### src/rtl/matmul_pkg.sv
// Shared matrix-multiply constants, readout FSM encodings and the FIFO payload type.
package matmul_pkg;

   localparam int unsigned DATA_W = 22;
   localparam int unsigned ADDR_W = 12;
   localparam int unsigned N_LOG2 = 6;

   localparam logic [ADDR_W-1:0] ADDR_LAST = {ADDR_W{1'b1}};

   localparam logic [1:0] ST_IDLE  = 2'd0;
   localparam logic [1:0] ST_RUN   = 2'd1;
   localparam logic [1:0] ST_FLUSH = 2'd2;
   localparam logic [1:0] ST_DONE  = 2'd3;

   typedef struct packed {
      logic [ADDR_W-1:0] addr;
      logic [DATA_W-1:0] data;
   } rd_entry_t;

endpackage

### src/rtl/matc_readout_if.sv
// Result stream from the C readout to its consumer (valid/ready, row-major).
interface matc_readout_if;
   import matmul_pkg::*;

   logic              out_valid;
   logic              out_ready;
   logic [DATA_W-1:0] out_data;
   logic [N_LOG2-1:0] out_row;
   logic [N_LOG2-1:0] out_col;
   logic              out_last;

   modport master (output out_valid, out_data, out_row, out_col, out_last,
                   input  out_ready);
   modport slave  (input  out_valid, out_data, out_row, out_col, out_last,
                   output out_ready);

endinterface

### src/rtl/matc_readout_result_skid_fifo.sv
// Two-entry FIFO of {addr, data}; head entry is held in its own register.
module result_skid_fifo
   import matmul_pkg::*;
(
   input  logic      clk,
   input  logic      rstn,
   input  logic      push,
   input  logic      pop,
   input  rd_entry_t din,
   output logic [1:0] count,
   output rd_entry_t head
);

   rd_entry_t tail_q;

   // Producer never pushes into a full FIFO; pop is only raised when non-empty.
   always_ff @(posedge clk) begin
      if (!rstn) begin
         count  <= 2'd0;
         head   <= '0;
         tail_q <= '0;
      end else begin
         case ({push, pop})
            2'b10: begin
               if (count == 2'd0) head <= din;
               else               tail_q <= din;
               count <= count + 2'd1;
            end
            2'b01: begin
               head  <= tail_q;
               count <= count - 2'd1;
            end
            2'b11: begin
               if (count == 2'd1) begin
                  head <= din;
               end else begin
                  head   <= tail_q;
                  tail_q <= din;
               end
            end
            default: ;
         endcase
      end
   end

endmodule

### src/rtl/matc_readout.sv
// Drains the 64x64 C result memory in row-major order onto a valid/ready stream.
module matc_readout
   import matmul_pkg::*;
(
   input  logic                clk,
   input  logic                rstn,
   input  logic                start,
   output logic                busy,
   output logic                done,
   output logic [ADDR_W-3:0]   mem_row,
   output logic [1:0]          mem_col,
   output logic                mem_nce,
   output logic                mem_nwrt,
   input  logic [DATA_W-1:0]   mem_q,
   matc_readout_if.master      out_if
);

   logic [1:0]        state_q, state_d;
   logic [ADDR_W-1:0] cnt_q, cnt_d, tag_q;
   logic              inflight_q;
   logic              issue, pop, busy_d, done_d;
   logic [1:0]        fifo_count;
   rd_entry_t         fifo_head, push_entry;

   // Issue decision looks at this cycle's pop so a full stream needs no bubbles.
   assign pop   = out_if.out_valid & out_if.out_ready;
   assign issue = (state_q == ST_RUN) &&
                  ((3'(fifo_count) + 3'(inflight_q) - 3'(pop)) < 3'd2);

   always_comb begin
      state_d = state_q;
      cnt_d   = cnt_q;
      case (state_q)
         ST_IDLE: begin
            if (start) begin
               cnt_d   = '0;
               state_d = ST_RUN;
            end
         end
         ST_RUN: begin
            if (issue) begin
               if (cnt_q == ADDR_LAST) state_d = ST_FLUSH;
               else                    cnt_d   = cnt_q + ADDR_W'(1);
            end
         end
         ST_FLUSH: begin
            if (!inflight_q && ((3'(fifo_count) - 3'(pop)) == 3'd0)) state_d = ST_DONE;
         end
         default: state_d = ST_IDLE;
      endcase
      busy_d = (state_d == ST_RUN) || (state_d == ST_FLUSH);
      done_d = (state_d == ST_DONE);
   end

   always_ff @(posedge clk) begin
      if (!rstn) begin
         state_q    <= ST_IDLE;
         cnt_q      <= '0;
         tag_q      <= '0;
         inflight_q <= 1'b0;
         busy       <= 1'b0;
         done       <= 1'b0;
      end else begin
         state_q    <= state_d;
         cnt_q      <= cnt_d;
         inflight_q <= issue;
         if (issue) tag_q <= cnt_q;
         busy       <= busy_d;
         done       <= done_d;
      end
   end

   assign mem_nce    = ~issue;
   assign mem_nwrt   = 1'b1;
   assign mem_row    = cnt_q[ADDR_W-1:2];
   assign mem_col    = cnt_q[1:0];
   assign push_entry = {tag_q, mem_q};

   result_skid_fifo u_fifo (
      .clk   (clk),
      .rstn  (rstn),
      .push  (inflight_q),
      .pop   (pop),
      .din   (push_entry),
      .count (fifo_count),
      .head  (fifo_head)
   );

   assign out_if.out_valid = (fifo_count != 2'd0);
   assign out_if.out_data  = fifo_head.data;
   assign out_if.out_row   = fifo_head.addr[ADDR_W-1:N_LOG2];
   assign out_if.out_col   = fifo_head.addr[N_LOG2-1:0];
   assign out_if.out_last  = out_if.out_valid && (fifo_head.addr == ADDR_LAST);

endmodule

### src/flat_wrapper.sv
// flat-port wrapper written by rule: the top's interface ports become plain ports
module matc_readout_flat import matmul_pkg::*;
  (clk, rstn, start, busy, done, mem_row, mem_col, mem_nce, mem_nwrt, mem_q, out_if_out_valid, out_if_out_data, out_if_out_row, out_if_out_col, out_if_out_last, out_if_out_ready);
  matc_readout_if out_if_i ();
  input  logic clk;
  input  logic rstn;
  input  logic start;
  output logic busy;
  output logic done;
  output logic [ADDR_W-3:0] mem_row;
  output logic [1:0] mem_col;
  output logic mem_nce;
  output logic mem_nwrt;
  input  logic [DATA_W-1:0] mem_q;
  output wire logic [$bits(out_if_i.out_valid)-1:0] out_if_out_valid;
  output wire logic [$bits(out_if_i.out_data)-1:0] out_if_out_data;
  output wire logic [$bits(out_if_i.out_row)-1:0] out_if_out_row;
  output wire logic [$bits(out_if_i.out_col)-1:0] out_if_out_col;
  output wire logic [$bits(out_if_i.out_last)-1:0] out_if_out_last;
  input wire logic [$bits(out_if_i.out_ready)-1:0] out_if_out_ready;
  assign out_if_out_valid = out_if_i.out_valid;
  assign out_if_out_data = out_if_i.out_data;
  assign out_if_out_row = out_if_i.out_row;
  assign out_if_out_col = out_if_i.out_col;
  assign out_if_out_last = out_if_i.out_last;
  assign out_if_i.out_ready = out_if_out_ready;
  matc_readout u_core (.clk(clk), .rstn(rstn), .start(start), .busy(busy), .done(done), .mem_row(mem_row), .mem_col(mem_col), .mem_nce(mem_nce), .mem_nwrt(mem_nwrt), .mem_q(mem_q), .out_if(out_if_i));
endmodule
### config.mk
export PLATFORM = sky130hd
export DESIGN_NAME = matc_readout_flat
export DESIGN_NICKNAME = d
export VERILOG_FILES = /design/src/rtl/matmul_pkg.sv /design/src/rtl/matc_readout_if.sv /design/src/rtl/matc_readout_result_skid_fifo.sv /design/src/rtl/matc_readout.sv /design/src/flat_wrapper.sv
export SDC_FILE = /design/constraint.sdc
export NUM_CORES = 1
export LEC_CHECK = 0
export CAP_MARGIN = 20
export CORE_MARGIN = 2
export CORE_UTILIZATION = 30
export CTS_BUF_LIST = sky130_fd_sc_hd__clkbuf_8
export CTS_CLUSTER_DIAMETER = 80
export CTS_CLUSTER_SIZE = 14
export DETAILED_ROUTE_END_ITERATION = 12
export GPL_ROUTABILITY_DRIVEN = 0
export GPL_TIMING_DRIVEN = 0
export SLEW_MARGIN = 20
export SYNTH_ARGS = -nofsm -noshare
export SYNTH_HDL_FRONTEND = slang
export SYNTH_SLANG_ARGS = --single-unit
### constraint.sdc
create_clock -name clk -period 3.1 [get_ports clk]
set_clock_uncertainty 0.1 [all_clocks]
set_input_delay 0.62 -clock clk [delete_from_list [all_inputs] [get_ports clk]]
set_output_delay 0.62 -clock clk [all_outputs]
set_load 0.05 [all_outputs]
==> impl_metrics.tcl <==
set metrics [dict create \
    rsz0062_at_grt "yes" \
    finalCriticalPeriod_ns 3.28 \
    std_cell_rows 44 \
    cp_top_family "adder cells" \
    cts.sinks 99 \
    drive_gt1_frac 0.130 \
    place_ws_ns -1.35 \
    synth_area_mm2 0.00436 \
    slew_headroom 0.540 \
    synth.area.mux_share 0.158 \
    ant_nets 0 \
    synth_seq_area_share 0.455 \
    drv_cap 0 \
    arrival_ns 2.56 \
    dpl.hpwl_um 7620 \
    place_area_mm2 0.00540 \
    min_path_type "register to register" \
    p_seq_frac 0.351 \
    core_area_mm2 0.0144 \
    holdWs_ns 0.397 \
    crit_required_ns 2.38 \
    worst_ir_drop_vdd_mv 0.363 \
    dp.cells 697 \
    design_area_mm2 0.00579 \
    synth_top_family_by_area "simple AND/OR/NAND/NOR gates" \
    synth_compound_area_frac 0.141 \
    p_comb_frac 0.483 \
    syn_nets 470 \
    final_cells 730 \
    max-clock-path-buffers 2 \
    finalHoldViolCount 0 \
    synth_adder_area_share 0.0189 \
    yosysUniqueCellTypes 48 \
    critPathSlowestCell "fa_2" \
    p_clk_frac 0.165 \
    cp-start-kind "register" \
    setup_tns_ns -0.391 \
    synth-xor-area-share 0.0121 \
    ios 78 \
    critPathBufInv 4 \
    cts_buffers 9 \
    clockRootBuffer "clkbuf_8" \
    yosys.area.top_type "dfxtp_1" \
    die_y_um 125 \
    status "finished with violations" \
    slowest_delay_ns 0.54 \
    start_util 0.303 \
    min_period_over_period 1.06 \
    met2_usage 0.243 \
    cp-end-kind "primary output" \
    synth_edf_count 0 \
    clock.fmax_ghz 0.305 \
    drc 0 \
    clock_latency_ns 0.37 \
    clk_pin_slew_worst_paths_ns 0.09 \
    gr-usage-met1 0.162 \
    drtIter0Drc 121 \
    postSynthCellCount 438 \
    ys_ff_latch 99 \
    routed_wl_um 10700 \
    synth_common_cells "dfxtp_1 (99), nand2_1 (73), mux2i_1 (69)" \
    internal-power_mw 2.74 \
    grt_max_degree 16 \
    cts_max_level 3 \
    syn_to_final_growth_pct 32.7 \
    layout.nets 573 \
    yosys_warnings 0 \
    cts_hold_buffers 0 \
    slew_violations 0 \
    setup_slack_ns -0.181 \
    post_drt_wl_per_cell_um 14.6 \
    avgSynthCellArea_um2 9.96 \
    power_mw 4.70 \
    synthFlopType "dfxtp_1" \
    critPathKind "register to primary output" \
    synth_most_common_cell "dfxtp_1" \
    num_vias 3475 \
    final_util 0.403 \
    path_depth 11 \
    cp_max_fo 2 \
    first_pass_iters 5 \
    die_x_um 125 \
    antennaDiodeCount 0 \
    globalRouteOverflowTotal 0 \
    die_area_mm2 0.0155 \
    worstRegToRegCells 15 \
    total_leakage_power_nw 2.55 \
    switching_share 0.417 \
    grt_antenna_before_repair 0 \
    top_usage_layer "met2" \
    power.switching_mw 1.96 \
    synth-async-reset-ratio 0 \
    grt_pass1_vias 3491 \
    yosys.area_share.simple 0.178 \
    setup_viol 3 \
    synth_area_leaders "dfxtp_1 (45%), mux2i_1 (16%), o211a_1 (7.8%)" \
    grt_use_total 0.139 \
    grt_pass1_wl_um 17300 \
    numPortBuffers 75 \
    vias_per_cell 4.76 \
    violations "negative setup slack" \
    tightestPinTransition_ns 0.688 \
    crit_chain "inv_4 -> ha_4 -> nand2b_4 -> ha_4 -> nand2b_4 -> fa_2 -> nand2_2 -> nor3_4 -> inv_2 -> buf_6 -> buf_12" \
    met3_usage 0.0485 \
    tritoncts "done" \
    yosys.area.top_type_share 0.455 \
    fill_cells 1397 \
    holdPathStages 2 \
    power_density_mw_per_mm2 811 \
]
-- cell families after synthesis --
group                    Yosys count
other                              1
AO/OA/AOI/OAI                     70
AND/OR/NAND/NOR                  153
buffers and inverters             34
XOR/XNOR                           6
multiplexers                      69
adder cells (fa/ha/maj)            6
flip-flops                        99
-- cell type report --
type	instances	area, um2	area share
Buffer	28	140	0.0242
Tap cell	184	230	0.0398
Multi-Input combinational cell	305	2320	0.401
Sequential cell	99	1990	0.344
Timing Repair Buffer	92	897	0.155
Clock inverter	4	17.5	0.00303
Inverter	6	27.5	0.00476
Clock buffer	12	165	0.0285
-- cells in the final DEF, fill, tap and decap left out, types with 3 or more instances in the layout --
cell | synthesis | layout
clkbuf_8 | 0 | 12
inv_1 | 5 | 5
clkbuf_1 | 16 | 15
buf_6 | 0 | 4
dfxtp_1 | 99 | 97
nor2_1 | 7 | 7
nand4_1 | 4 | 4
ha_4 | 0 | 3
a21o_1 | 3 | 3
xnor2_1 | 5 | 5
a21boi_0 | 12 | 12
mux2i_1 | 69 | 69
and2_4 | 0 | 3
o31ai_1 | 3 | 3
nand3_1 | 7 | 7
and3_1 | 4 | 4
o211a_1 | 34 | 34
buf_4 | 7 | 21
and2_1 | 7 | 4
nor2b_1 | 34 | 34
a21oi_1 | 7 | 6
nand2_1 | 73 | 71
clkdlybuf4s50_1 | 0 | 72
buf_1 | 4 | 4
-- metal layers --
layer  routed length (um)  vias up
li1                     -     1724
met1                 4730     1668
met2                 5300       74
met3                  497        9
met4                  144        0
met5                    0        -
-- path summary, 6_finish.rpt --
check | endpoint | start | slack, ns
setup / recovery | mem_nce | u_core.u_fifo.count[1]$_SDFFE_PN0N_ | -0.18
setup reg to reg | u_core.busy$_SDFF_PN0_ | u_core.u_fifo.count[1]$_SDFFE_PN0N_ | -0.13
hold reg to reg | u_core.tag_q[10]$_SDFFE_PN0N_ | u_core.tag_q[10]$_SDFFE_PN0N_ | 0.40
hold / removal | u_core.tag_q[10]$_SDFFE_PN0N_ | u_core.tag_q[10]$_SDFFE_PN0N_ | 0.40
-- timing repair --
action	in CTS	in global routing
setup buffers	13	7
resized for setup	19	12
endpoints found under the setup margin	15	12
pin swaps	7	10
cloned	0	0
-- state kept, by name, indices dropped and copies added (netlist names) --
signal	count
u_core.u_fifo.head	34
u_core.busy	1
u_core.inflight_q	1
u_core.cnt_q	12
u_core.u_fifo.tail_q	34
u_core.state_q	2
u_core.tag_q	12
u_core.done	1
u_core.u_fifo.count	2
-- worst min-delay path, stage by stage (launching register included) --
cell	delay, ns
dfxtp_1	0.34
nand2_1	0.05
a21boi_0	0.06
-- power groups by stage --
stage	sequential [mW]	clock, mW	combinational, mW
global route	1.68	0.860	2.41
floorplan	2.29	0	0.844
global placement	1.68	0	2.09
finish	1.65	0.775	2.27
CTS	1.65	0.814	2.24
detailed placement	1.69	0	2.11
(Power assumes the default switching activity.)
